$ cat config.mk
export PLATFORM = sky130hd
export DESIGN_NAME = rotor_return_path_flat
export DESIGN_NICKNAME = d
export VERILOG_FILES = /design/src/rtl/enigma_pkg.sv /design/src/rtl/rotor_return_path_if.sv /design/src/rtl/rotor_return_path_stage.sv /design/src/rtl/rotor_return_path.sv /design/src/flat_wrapper.sv
export SDC_FILE = /design/constraint.sdc
export NUM_CORES = 1
export LEC_CHECK = 0
export ABC_AREA = 1
export BUFFER_PORTS_ARGS = -buffer_cell sky130_fd_sc_hd__buf_2
export CORE_MARGIN = 5
export CORE_UTILIZATION = 65
export DETAILED_ROUTE_END_ITERATION = 10
export GPL_TIMING_DRIVEN = 0
export HOLD_SLACK_MARGIN = 0.1
export PLACE_DENSITY = 0.84
export RECOVER_POWER = 100
export SYNTH_ARGS = -nofsm -noshare
export SYNTH_HDL_FRONTEND = slang
export SYNTH_HIERARCHICAL = 1
export SYNTH_SLANG_ARGS = --single-unit
$ cat constraint.sdc
create_clock -name clk -period 10.1 [get_ports clk]
set_input_delay 0 -clock clk [delete_from_list [all_inputs] [get_ports clk]]
set_output_delay 0 -clock clk [all_outputs]
set_load 0.005 [all_outputs]
$ cat src/rtl/enigma_pkg.sv
// Shared types, wiring tables and mod-26 helpers for the rotor return path.
// ROTOR_SELFCHECK_EN adds the forward wiring tables and the forward-stage helper.
package enigma_pkg;

    localparam int NUM_LETTERS = 26;

    typedef logic [4:0] letter_t;
    typedef logic [2:0] rotor_t;

    localparam letter_t LAST_LETTER = 5'd25;

    localparam rotor_t ROTOR_I   = 3'd0;
    localparam rotor_t ROTOR_II  = 3'd1;
    localparam rotor_t ROTOR_III = 3'd2;
    localparam rotor_t ROTOR_IV  = 3'd3;
    localparam rotor_t ROTOR_V   = 3'd4;

    // Settings of one rotor as they ride along with a token.
    typedef struct packed {
        rotor_t  sel;
        letter_t pos;
        letter_t ring;
    } rotor_cfg_t;

    // Inverse wirings: INV_WIRING[r][x] is the letter whose forward image is x.
    localparam int INV_WIRING [5][26] = '{
        '{20,22,24, 6, 0, 3, 5,15,21,25, 1, 4, 2,10,12,19, 7,23,18,11,17, 8,13,16,14, 9},
        '{ 0, 9,15, 2,25,22,17,11, 5, 1, 3,10,14,19,24,20,16, 6, 4,13, 7,23,12, 8,21,18},
        '{19, 0, 6, 1,15, 2,18, 3,16, 4,20, 5,21,13,25, 7,24, 8,23, 9,22,11,17,10,14,12},
        '{ 7,25,22,21, 0,17,19,13,11, 6,20,15,23,16, 2, 4, 9,12, 1,18,10, 3,24,14, 8, 5},
        '{16, 2,24,11,23,22, 4,13, 5,19,25,14,18,12,21, 9,20, 3,10, 6, 8, 0,17,15, 7, 1}
    };

`ifdef ROTOR_SELFCHECK_EN
    localparam int FWD_WIRING [5][26] = '{
        '{ 4,10,12, 5,11, 6, 3,16,21,25,13,19,14,22,24, 7,23,20,18,15, 0, 8, 1,17, 2, 9},
        '{ 0, 9, 3,10,18, 8,17,20,23, 1,11, 7,22,19,12, 2,16, 6,25,13,15,24, 5,21,14, 4},
        '{ 1, 3, 5, 7, 9,11, 2,15,17,19,23,21,25,13,24, 4, 8,22, 6, 0,10,12,20,18,16,14},
        '{ 4,18,14,21,15,25, 9, 0,24,16,20, 8,17, 7,23,11,13, 5,19, 6,10, 3, 2,12,22, 1},
        '{21,25, 1,17, 6, 8,19,24,20,15,18, 3,13, 7,11,23, 0,22,12, 9,16,14, 5, 4, 2,10}
    };
`endif

    // 6-bit sum with a single -26 correction; operands must be 0..25.
    function automatic letter_t add_mod26(letter_t a, letter_t b);
        logic [5:0] s;
        s = {1'b0, a} + {1'b0, b};
        if (s >= 6'(NUM_LETTERS)) s = s - 6'(NUM_LETTERS);
        return s[4:0];
    endfunction

    // 6-bit difference with a single +26 correction on borrow.
    function automatic letter_t sub_mod26(letter_t a, letter_t b);
        logic [5:0] s;
        s = {1'b0, a} - {1'b0, b};
        if (a < b) s = s + 6'(NUM_LETTERS);
        return s[4:0];
    endfunction

    function automatic logic cfg_bad(rotor_cfg_t c);
        return (c.sel > ROTOR_V) || (c.pos > LAST_LETTER) || (c.ring > LAST_LETTER);
    endfunction

`ifdef ROTOR_SELFCHECK_EN
    // One rotor in the forward direction; used to undo the return path.
    function automatic letter_t fwd_stage(letter_t c, rotor_cfg_t cfg);
        rotor_t  s;
        letter_t x;
        s = (cfg.sel > ROTOR_V) ? ROTOR_I : cfg.sel;
        x = sub_mod26(add_mod26(c, cfg.pos), cfg.ring);
        if (x > LAST_LETTER) x = '0;
        return add_mod26(sub_mod26(letter_t'(FWD_WIRING[s][x]), cfg.pos), cfg.ring);
    endfunction
`endif

endpackage

$ cat src/rtl/rotor_return_path_if.sv
// Token handshake bus of the rotor return path (input and output sides).
interface rotor_return_path_if;
    import enigma_pkg::*;

    logic        in_valid;
    logic        in_ready;
    letter_t     in_code;
    logic [8:0]  rotor_sel;
    logic [14:0] rotor_pos;
    logic [14:0] rotor_ring;
    logic        out_valid;
    logic        out_ready;
    letter_t     out_code;
    logic        out_err;
    logic        chk_fail;

    modport master (
        output in_valid, in_code, rotor_sel, rotor_pos, rotor_ring, out_ready,
        input  in_ready, out_valid, out_code, out_err, chk_fail
    );

    modport slave (
        input  in_valid, in_code, rotor_sel, rotor_pos, rotor_ring, out_ready,
        output in_ready, out_valid, out_code, out_err, chk_fail
    );

endinterface

$ cat src/rtl/rotor_return_path_stage.sv
// rotor_inv_stage: one rotor on the return leg (offset, inverse lookup, un-offset).
// Any illegal input marks the token bad and forces the code to 0.
module rotor_inv_stage
    import enigma_pkg::*;
(
    input  letter_t    code_i,
    input  logic       err_i,
    input  rotor_cfg_t cfg_i,
    output letter_t    code_o,
    output logic       err_o
);
    logic    bad;
    rotor_t  sel;
    letter_t x;
    letter_t y;

    // Lookup indices are clamped on bad tokens so the table is never read out of range.
    always_comb begin
        bad    = err_i || (code_i > LAST_LETTER) || cfg_bad(cfg_i);
        sel    = bad ? ROTOR_I : cfg_i.sel;
        x      = bad ? '0 : sub_mod26(add_mod26(code_i, cfg_i.pos), cfg_i.ring);
        y      = letter_t'(INV_WIRING[sel][x]);
        code_o = bad ? '0 : add_mod26(sub_mod26(y, cfg_i.pos), cfg_i.ring);
        err_o  = bad;
    end

endmodule

$ cat src/rtl/rotor_return_path.sv
// rotor_return_path: left, mid, right inverse rotors as a 3-stage valid/ready pipe.
// ROTOR_SELFCHECK_EN adds a 4th stage that re-runs the forward wirings and
// raises chk_fail when the original letter is not recovered.
module rotor_return_path
    import enigma_pkg::*;
(
    input  logic               clk,
    input  logic               reset_n,
    rotor_return_path_if.slave bus
);
`ifdef ROTOR_SELFCHECK_EN
    localparam int STAGES = 4;
`else
    localparam int STAGES = 3;
`endif

    logic            en;
    logic [STAGES:1] vld_q;

    rotor_cfg_t cfg_l_in, cfg_m_in, cfg_r_in;
    letter_t    code1_d, code2_d, code3_d;
    logic       err1_d, err2_d, err3_d;
    letter_t    code1_q, code2_q, code3_q;
    logic       err1_q, err2_q, err3_q;
    rotor_cfg_t cfg_m1_q, cfg_r1_q, cfg_r2_q;

    assign cfg_l_in = {bus.rotor_sel[8:6], bus.rotor_pos[14:10], bus.rotor_ring[14:10]};
    assign cfg_m_in = {bus.rotor_sel[5:3], bus.rotor_pos[9:5],   bus.rotor_ring[9:5]};
    assign cfg_r_in = {bus.rotor_sel[2:0], bus.rotor_pos[4:0],   bus.rotor_ring[4:0]};

    // Single global enable: everything advances unless the output is held.
    assign en           = !vld_q[STAGES] || bus.out_ready;
    assign bus.in_ready = en;

    rotor_inv_stage u_left (
        .code_i(bus.in_code), .err_i(1'b0),   .cfg_i(cfg_l_in),
        .code_o(code1_d),     .err_o(err1_d)
    );
    rotor_inv_stage u_mid (
        .code_i(code1_q),     .err_i(err1_q), .cfg_i(cfg_m1_q),
        .code_o(code2_d),     .err_o(err2_d)
    );
    rotor_inv_stage u_right (
        .code_i(code2_q),     .err_i(err2_q), .cfg_i(cfg_r2_q),
        .code_o(code3_d),     .err_o(err3_d)
    );

    // Valid shift register plus stage-3 result; cleared by reset.
    always_ff @(posedge clk) begin
        if (!reset_n) begin
            vld_q   <= '0;
            code3_q <= '0;
            err3_q  <= 1'b0;
        end else if (en) begin
            vld_q   <= {vld_q[STAGES-1:1], bus.in_valid};
            code3_q <= code3_d;
            err3_q  <= err3_d;
        end
    end

    // Inner stage payload; only meaningful where the matching valid bit is set.
    always_ff @(posedge clk) begin
        if (en) begin
            code1_q  <= code1_d;
            err1_q   <= err1_d;
            cfg_m1_q <= cfg_m_in;
            cfg_r1_q <= cfg_r_in;
            code2_q  <= code2_d;
            err2_q   <= err2_d;
            cfg_r2_q <= cfg_r1_q;
        end
    end

`ifdef ROTOR_SELFCHECK_EN
    letter_t    orig1_q, orig2_q, orig3_q;
    rotor_cfg_t cfg_l1_q, cfg_l2_q, cfg_l3_q, cfg_m2_q, cfg_m3_q, cfg_r3_q;
    letter_t    fwd_r, fwd_m, fwd_l;
    logic       chk_d;
    letter_t    code4_q;
    logic       err4_q, chk4_q;

    // Original letter and all settings follow the token for the forward re-check.
    always_ff @(posedge clk) begin
        if (en) begin
            orig1_q  <= bus.in_code;
            orig2_q  <= orig1_q;
            orig3_q  <= orig2_q;
            cfg_l1_q <= cfg_l_in;
            cfg_l2_q <= cfg_l1_q;
            cfg_l3_q <= cfg_l2_q;
            cfg_m2_q <= cfg_m1_q;
            cfg_m3_q <= cfg_m2_q;
            cfg_r3_q <= cfg_r2_q;
        end
    end

    // Forward path right->left must map the result back to the original letter.
    always_comb begin
        fwd_r = fwd_stage(code3_q, cfg_r3_q);
        fwd_m = fwd_stage(fwd_r, cfg_m3_q);
        fwd_l = fwd_stage(fwd_m, cfg_l3_q);
        chk_d = vld_q[3] && !err3_q && (fwd_l != orig3_q);
    end

    // Output stage of the self-checked pipe.
    always_ff @(posedge clk) begin
        if (!reset_n) begin
            code4_q <= '0;
            err4_q  <= 1'b0;
            chk4_q  <= 1'b0;
        end else if (en) begin
            code4_q <= code3_q;
            err4_q  <= err3_q;
            chk4_q  <= chk_d;
        end
    end

    assign bus.out_valid = vld_q[4];
    assign bus.out_code  = code4_q;
    assign bus.out_err   = err4_q;
    assign bus.chk_fail  = chk4_q;
`else
    assign bus.out_valid = vld_q[3];
    assign bus.out_code  = code3_q;
    assign bus.out_err   = err3_q;
    assign bus.chk_fail  = 1'b0;
`endif

endmodule

$ cat src/flat_wrapper.sv
// flat-port wrapper written by rule: the top's interface ports become plain ports
module rotor_return_path_flat import enigma_pkg::*;
  (clk, reset_n, bus_in_valid, bus_in_code, bus_rotor_sel, bus_rotor_pos, bus_rotor_ring, bus_out_ready, bus_in_ready, bus_out_valid, bus_out_code, bus_out_err, bus_chk_fail);
  rotor_return_path_if bus_i ();
  input  logic clk;
  input  logic reset_n;
  input wire logic [$bits(bus_i.in_valid)-1:0] bus_in_valid;
  input wire logic [$bits(bus_i.in_code)-1:0] bus_in_code;
  input wire logic [$bits(bus_i.rotor_sel)-1:0] bus_rotor_sel;
  input wire logic [$bits(bus_i.rotor_pos)-1:0] bus_rotor_pos;
  input wire logic [$bits(bus_i.rotor_ring)-1:0] bus_rotor_ring;
  input wire logic [$bits(bus_i.out_ready)-1:0] bus_out_ready;
  output wire logic [$bits(bus_i.in_ready)-1:0] bus_in_ready;
  output wire logic [$bits(bus_i.out_valid)-1:0] bus_out_valid;
  output wire logic [$bits(bus_i.out_code)-1:0] bus_out_code;
  output wire logic [$bits(bus_i.out_err)-1:0] bus_out_err;
  output wire logic [$bits(bus_i.chk_fail)-1:0] bus_chk_fail;
  assign bus_i.in_valid = bus_in_valid;
  assign bus_i.in_code = bus_in_code;
  assign bus_i.rotor_sel = bus_rotor_sel;
  assign bus_i.rotor_pos = bus_rotor_pos;
  assign bus_i.rotor_ring = bus_rotor_ring;
  assign bus_i.out_ready = bus_out_ready;
  assign bus_in_ready = bus_i.in_ready;
  assign bus_out_valid = bus_i.out_valid;
  assign bus_out_code = bus_i.out_code;
  assign bus_out_err = bus_i.out_err;
  assign bus_chk_fail = bus_i.chk_fail;
  rotor_return_path u_core (.clk(clk), .reset_n(reset_n), .bus(bus_i));
endmodule
Word level (Yosys, flattened, before mapping)
Memory sizes are Yosys's and may differ from the RTL's.
Index checks and enable logic that the tools add are counted.
{"block": "classes", "addsub": 24, "n_mul": 0, "div_mod_pow": 0, "magnitude_cmp": 30, "n_eq_ne": 0, "shifts": 0, "muxes": 34, "n_bitwise": 6, "reduce_logical": 13}
{"cell": "832-bit 2-to-1 mux", "n": 6}
{"cell": "32-bit binary-select mux with 5-bit select", "n": 3}
{"cell": "5-bit 2-to-1 mux", "n": 22}
{"cell": "5-bit > comparator, second input constant", "n": 9}
{"cell": "5-bit by 5-bit adder with 6-bit output", "n": 6}
{"cell": "6-bit by 5-bit >= comparator with 1-bit output, second input constant", "n": 6}
{"cell": "5-bit adder, second input constant", "n": 6}
{"cell": "5-bit < comparator", "n": 6}
{"cell": "5-bit subtractor", "n": 6}
{"cell": "5-bit subtractor, second input constant", "n": 6}
{"cell": "6-bit >= comparator, second input constant", "n": 3}
{"cell": "5-bit NOT with 6-bit output", "n": 3}
{"cell": "4-bit >= comparator, second input constant", "n": 3}
{"cell": "1-bit logical OR", "n": 12}
{"cell": "3-bit NOT with 4-bit output", "n": 3}
{"cell": "3-bit > comparator, second input constant", "n": 3}
{"cell": "3-bit 2-to-1 mux", "n": 3}
{"cell": "1-bit zero test", "n": 1}
{"block": "word_totals", "regBits": 60, "latch_bits": 0, "ramBits": 0, "mem_bits_ro": 19968, "input_bits": 48, "elab_cells": 126, "mem_count": 3}
{"memory": "(no name shown)", "words": 8, "word_bits": 832, "read_ports": 1, "rd_clocked_by_memory_dff": 0, "write_ports": 0, "line_no": "rotor_return_path_stage.sv:22", "rtl": "y = letter_t'(INV_WIRING[sel][x]);"}
{"memory": "(no name shown)", "words": 8, "word_bits": 832, "read_ports": 1, "rd_clocked_by_memory_dff": 0, "write_ports": 0, "line_no": "rotor_return_path_stage.sv:22"}
{"memory": "(no name shown)", "words": 8, "word_bits": 832, "read_ports": 1, "rd_clocked_by_memory_dff": 0, "write_ports": 0, "line_no": "rotor_return_path_stage.sv:22"}

Logic depth before layout (Yosys ltp)
{"block": "depth", "word_depth": 19, "depth_mapped": 47, "mapped_depth_nobuf": 47}

Modules after synthesis
Netlist, hierarchy kept.
{"module": "rotor_inv_stage at u_core.u_right", "instances": 1, "cells_per_inst": 453, "area_per_inst_um2": 2555.0, "seq_area_each_um2": 0.0}
{"module": "rotor_inv_stage at u_core.u_left", "instances": 1, "cells_per_inst": 463, "area_per_inst_um2": 2479.9, "seq_area_each_um2": 0.0}
{"module": "rotor_inv_stage at u_core.u_mid", "instances": 1, "cells_per_inst": 460, "area_per_inst_um2": 2466.1, "seq_area_each_um2": 0.0}
{"module": "rotor_return_path", "instances": 1, "cells_per_inst": 109, "area_per_inst_um2": 1929.4, "seq_area_each_um2": 1711.6}

Worst setup path before layout
No wires, ideal clock.
{"block": "synth_timing", "path_kind": "flip-flop to flip-flop", "start": "register u_core/cfg_r2_q[5] (netlist bit)", "end": "register u_core.code3_q[3], in the netlist u_core/bus.out_code[3]", "setup_ns": 0.064, "arrival_time_ns": 6.368, "required_ns": 10.036, "setup_slack_ns": 3.668, "stages_incl_launch_ff": 43, "n_path_buf": 0, "cell_sequence": "edfxtp_1 -> ha_1 -> fa_1 -> xor2_1 -> inv_1 -> a21oi_1 -> nand2_1 -> nand2_1 -> xor2_1 -> inv_1 -> fa_1 -> xnor2_1 -> ha_1 -> inv_1 -> nand4_1 -> nand2_2 -> nor2_4 -> nor2_4 -> [7 not listed] -> ha_1 -> a21oi_1 -> nand2_1 -> nand2_1 -> nand2_1 -> a21oi_1 -> xor2_1 -> inv_1 -> fa_1 -> o21ai_0 -> xnor2_1 -> inv_1 -> and2_1 -> nor2_1 -> nor3_1 -> nor3_1 -> nor2_1 -> nor2_1"}
{"block": "synth_between", "elab_chain_len": 19}
{"element": "start, declared", "line_no": "rotor_return_path.sv:25", "rtl": "rotor_cfg_t cfg_m1_q, cfg_r1_q, cfg_r2_q;"}
{"element": "start signal, assigned", "line_no": "rotor_return_path.sv:70", "rtl": "cfg_r2_q <= cfg_r1_q;"}
{"element": "parallel branches: the longest is 18 deep, another holds 5-bit by 5-bit adder with 6-bit output"}
{"element": "5-bit 2-to-1 mux *", "line_no": "rotor_return_path_stage.sv:23", "rtl": "code_o = bad ? '0 : add_mod26(sub_mod26(y, cfg_i.pos), cfg_i.ring);"}
{"element": "via u_core.code3_d[3]", "line_no": "rotor_return_path.sv:21", "rtl": "letter_t code1_d, code2_d, code3_d;"}
{"element": "end signal, assigned", "line_no": "rotor_return_path.sv:56", "rtl": "code3_q <= code3_d;"}
{"element": "end, declared", "line_no": "rotor_return_path.sv:23", "rtl": "letter_t code1_q, code2_q, code3_q;"}
Mark *: on every way through the listed nets, which the timed path passes. The select of a mux whose other input is x is not followed.
A chain may end at the register's enable or synchronous reset.

Worst setup path in the final report
{"block": "layout_timing", "start": "register u_core.code2_q[0]", "end": "register u_core.code3_q[1], in the netlist u_core/bus.out_code[1]"}
{"block": "layout_between", "elab_chain_len": 18}
{"element": "start, declared", "line_no": "rotor_return_path.sv:23"}
{"element": "start signal, assigned", "line_no": "rotor_return_path.sv:68", "rtl": "code2_q <= code2_d;"}
{"element": "5-bit by 5-bit adder with 6-bit output or 5-bit > comparator (tied branches)", "line_no": "enigma_pkg.sv:47, rotor_return_path_stage.sv:19"}
{"element": "5-bit subtractor (tied with other cells)", "line_no": "enigma_pkg.sv:48", "rtl": "if (s >= 6'(NUM_LETTERS)) s = s - 6'(NUM_LETTERS);"}
{"element": "5-bit 2-to-1 mux or 1-bit logical OR (tied branches)", "line_no": "enigma_pkg.sv:48, rotor_return_path_stage.sv:19"}
{"element": "5-bit subtractor or 3-bit 2-to-1 mux (tied branches)", "line_no": "enigma_pkg.sv:55, rotor_return_path_stage.sv:20"}
{"element": "5-bit adder or 3-bit NOT with 4-bit output (tied branches)", "line_no": "enigma_pkg.sv:56, rotor_return_path_stage.sv:22"}
{"element": "5-bit 2-to-1 mux or memory read 8 x 832 bit (tied branches)"}
{"element": "5-bit 2-to-1 mux or 832-bit 2-to-1 mux (tied branches)", "line_no": "rotor_return_path_stage.sv:21, rotor_return_path_stage.sv:22"}
{"element": "5-bit NOT with 6-bit output (not written as such) or 832-bit 2-to-1 mux (tied branches)", "line_no": "rotor_return_path_stage.sv:22"}
{"element": "[3 not listed]"}
{"element": "5-bit subtractor", "line_no": "enigma_pkg.sv:55", "rtl": "s = {1'b0, a} - {1'b0, b};"}
{"element": "5-bit adder", "line_no": "enigma_pkg.sv:56", "rtl": "if (a < b) s = s + 6'(NUM_LETTERS);"}
{"element": "5-bit 2-to-1 mux", "line_no": "enigma_pkg.sv:56"}
{"element": "5-bit by 5-bit adder with 6-bit output", "line_no": "enigma_pkg.sv:47", "rtl": "s = {1'b0, a} + {1'b0, b};"}
{"element": "5-bit subtractor or 6-bit by 5-bit >= comparator with 1-bit output (tied branches)", "line_no": "enigma_pkg.sv:48"}
{"element": "5-bit 2-to-1 mux", "line_no": "enigma_pkg.sv:48"}
{"element": "5-bit 2-to-1 mux *", "line_no": "rotor_return_path_stage.sv:23"}
{"element": "via u_core.code3_d[1]", "line_no": "rotor_return_path.sv:21"}
Mark *: on every way through the listed nets, which the timed path passes. The rest lies on a longest branch. The select of a mux whose other input is x is not followed.

==> qor.yml <==
timing:
  finalHoldViolations: 0
  worst_slack_ns: 1.72
  final.period_utilization_pct: 83.0
  max_freq_mhz: 119
  slew_headroom_pct: -79.7
  worstMarginPinSlew_ns: 2.70
  drv_slew: 44
  tns_ns: 0
  finClkSkew_ns: 0.0187
  rsz0062_at_grt: "false"
  period_needed_ns: 8.38
  setup_viol: 0
power_and_ir_drop:
  pwr-share-seq_pct: 10.0
  clkPwrFrac_pct: 9.9
  total_power_mw: 3.26
  powerDensity_nw_per_um2: 311
  p_sw_mw: 1.83
  p_leak_nw: 5.65
  pwr-share-comb_pct: 80.1
  switching_share_pct: 56.2
  peakVddDrop_mv: 0.208
  internal_power_mw: 1.43
grt:
  grt_busiest_layer: "met2"
  antenna_found_initial: 0
  grt_first_pass_wirelength_mm: 51.4
  grt_max_degree: 44
  gr-usage-met2_pct: 64.8
  grt_pass1_vias: 10415
  grt_use_met3_pct: 6.75
  grt_usage_pct: 38.0
  grt_use_met1_pct: 43.4
  grt_overflow: 0
worst_setup_path:
  crit_slowest_cell: "clkbuf_1"
  r2r_slack_ns: 1.72
  timing.rr.end: "u_core/bus.out_code[1]"
  arrival_ns: 8.65
  cpMostUsedCell: "nand2_1"
  crit_path_end_kind: "flip-flop"
  worstPathRequired_ns: 10.37
  timing.rr.start: "u_core/code2_q[0]"
  worst_setup_path_start_kind: "flip-flop"
  path_max_fanout: 10
  critPathMaxStageDelay_ns: 0.48
  path_class: "reg -> reg"
  reg2reg_depth: 42
drt:
  drtIter0Drc: 1307
  drt_wl_total_mm: 32.2
  drt-vias-per-instance: 6.10
  drc: 0
  detailedRoute.firstPassIterationCount: 6
  vias: 10814
  post_drt_wl_per_cell_um: 18.1
  postRouteAntennaNets: 0
yosys:
  yosysWarnings: 6
  yosysMostFrequentCell: "nand2_1"
  ys_ff_latch: 60
  synth_top_area_share_pct: 19.3
  synth_area_um2: 9430
  yosys-top-cells-area: "nand2_1 (19%), edfxtp_1 (16%), ha_1 (12%), nand3_1 (9.2%), inv_1 (7.4%)"
  async_reset_ff_share_pct: 0
  yosysTopAreaCell: "nand2_1"
  ys_seq_area_share_pct: 18.2
  synth_edf_count: 51
  ys_top_cells_by_count: "nand2_1 (485), inv_1 (186), nand3_1 (173)"
  avgSynthCellArea_um2: 6.35
  ys_types: 43
  synthCells: 1485
  synthFlopType: "edfxtp_1"
flow_run:
  drv_cap: 1
placed_design:
  place_hpwl_mm: 22.9
  dp_cells: 1725
  io_buffers: 53
  pre_cts_ws_ns: 2.30
  gp_congestion: 1.05
status:
  violations: "capacitance limit, slew limit"
  status: "complete, but fails checks"
finish:
  layout.nets: 1734
  antenna_cells: 0
  final_layout_size_suffix_gt1_share_pct: 11.0
  fill_cells: 1177
  fin_cells: 1773
  syn2layout_area_growth_pct: 11.1
floorplanning:
  dieArea_um2: 17000
  std_cell_rows: 44
  io_pins: 57
  die_h_um: 130
  initial_core_util_pct: 65.6
  die_w_um: 130
  coreArea_um2: 14400
clock_network:
  cts_resized: 0
  clkTransAtPathRegs_ns: 0.07
  h-tree-depth: 3
  numCtsBuffers: 9
  clockBufferDepth: 2
  clock_latency_ns: 0.36
  root_buffer: "clkbuf_16"
  cts.sinks: 60
  holdBufCountCts: 32
  postCtsSetupRepairBufs: 0
  cts_tree: "yes"
min_path:
  min-delay-start: "bus_rotor_ring[10]"
  min_delay_path_depth: 4
  hold_end: "u_core/code1_q[0]"
  hp-class: "in -> reg"
[routing by layer]
metal | share of wire [%] | up-vias
met5 | 0 | -
met4 | 7.6 | 0
met3 | 9.5 | 208
met2 | 47 | 750
met1 | 36 | 4834
li1 | - | 5022
[critical path: cells and delay by family, from the launching register on]
kind	cells	cell delay, ns
xor+xnor	5	1.09
fa+ha+maj	6	1.95
buf+inv	7	0.96
compound gates	7	1.63
flops	1	0.45
simple gates	17	2.19
[power groups by stage]
stage               sequential (mW)  clock, mW  combinational (mW)
finish                        0.325      0.324                2.61
global route                  0.328      0.335                2.88
CTS                           0.323      0.315                2.53
global placement              0.327          0                2.31
floorplan                     0.320          0                1.98
detailed placement            0.328          0                2.46
[final cells by class]
class	count	area (µm²)	share of cell area (%)
multi-input combinational	1186	6630	63.3
tap	184	230	2.20
timing repair buffer	86	569	5.43
inverter	205	769	7.34
clock buffer	9	225	2.15
buffer	36	267	2.54
clock inverter	7	75.1	0.716
sequential	60	1710	16.3
[worst max path at each step]
stage | startpoint | to | slack [ns] | cells after the start
final | u_core/code2_q[0] | u_core/bus.out_code[1] | 1.72 | 42
after CTS | u_core/cfg_r2_q[5] | u_core/bus.out_code[3] | 2.23 | 41
after detailed placement | u_core/cfg_r2_q[5] | u_core/bus.out_code[3] | 2.30 | 41
after global routing | u_core/code2_q[0] | u_core/bus.out_code[3] | 1.11 | 42
after global placement | u_core/cfg_r2_q[5] | u_core/bus.out_code[3] | 2.72 | 42
after floorplan | u_core/cfg_r2_q[5] | u_core/bus.out_code[3] | 3.67 | 42
[through the flow]
| step | hold slack [ns] | utilization [%] | area (µm²) |
|---|---|---|---|
| 6_report | 0.182 | 72.9 | 10500 |
| 4_1_cts | 0.181 | 73.6 | 10600 |
| 5_1_grt | 0.213 | 72.9 | 10500 |
| 2_1_floorplan | 0.0989 | - | 9440 |
| 3_5_place_dp | 0.178 | 69.3 | 9960 |
| 3_3_place_gp | 0.177 | 69.1 | 9930 |
[flip-flops by register name, summed over array words and instances (netlist names), 3 cells and up]
name	cells
u_core/cfg_r2_q	13
u_core/vld_q	3
u_core/code1_q	5
u_core/cfg_r1_q	13
u_core/code2_q	5
u_core/bus.out_code	5
u_core/cfg_m1_q	13
[placed cells by master (no fill, tap or decap), drive strengths merged]
cell type | netlist | layout
a21boi | 1 | 1
a21oi | 92 | 92
and2 | 3 | 3
buf | 33 | 67
bufinv | 0 | 1
clkbuf | 3 | 32
clkinv | 0 | 4
clkinvlp | 0 | 3
conb | 1 | 3
dfxtp | 9 | 9
dlygate4sd3 | 0 | 32
edfxtp | 51 | 51
fa | 12 | 12
ha | 90 | 90
inv | 205 | 204
nand2 | 508 | 508
nand3 | 187 | 187
nand3b | 7 | 7
nand4 | 28 | 28
nor2 | 137 | 137
nor3 | 10 | 10
o211ai | 14 | 14
o21a | 4 | 4
o21ai | 47 | 47
o22ai | 2 | 2
o31ai | 1 | 1
or2 | 1 | 1
xnor2 | 21 | 21
xor2 | 18 | 18
[cell families (layout without fill, tap and decap cells)]
logic type	count (synthesis)	in the layout	synth area share, %
simple gates	881	881	43.0
buf+inv	241	343	11.2
flops	60	60	18.2
compound gates	161	161	9.55
fa+ha+maj	102	102	14.5
xor+xnor	39	39	3.62
other cells	1	3	0.0398
Note: power is estimated with default switching activity, not from simulation.
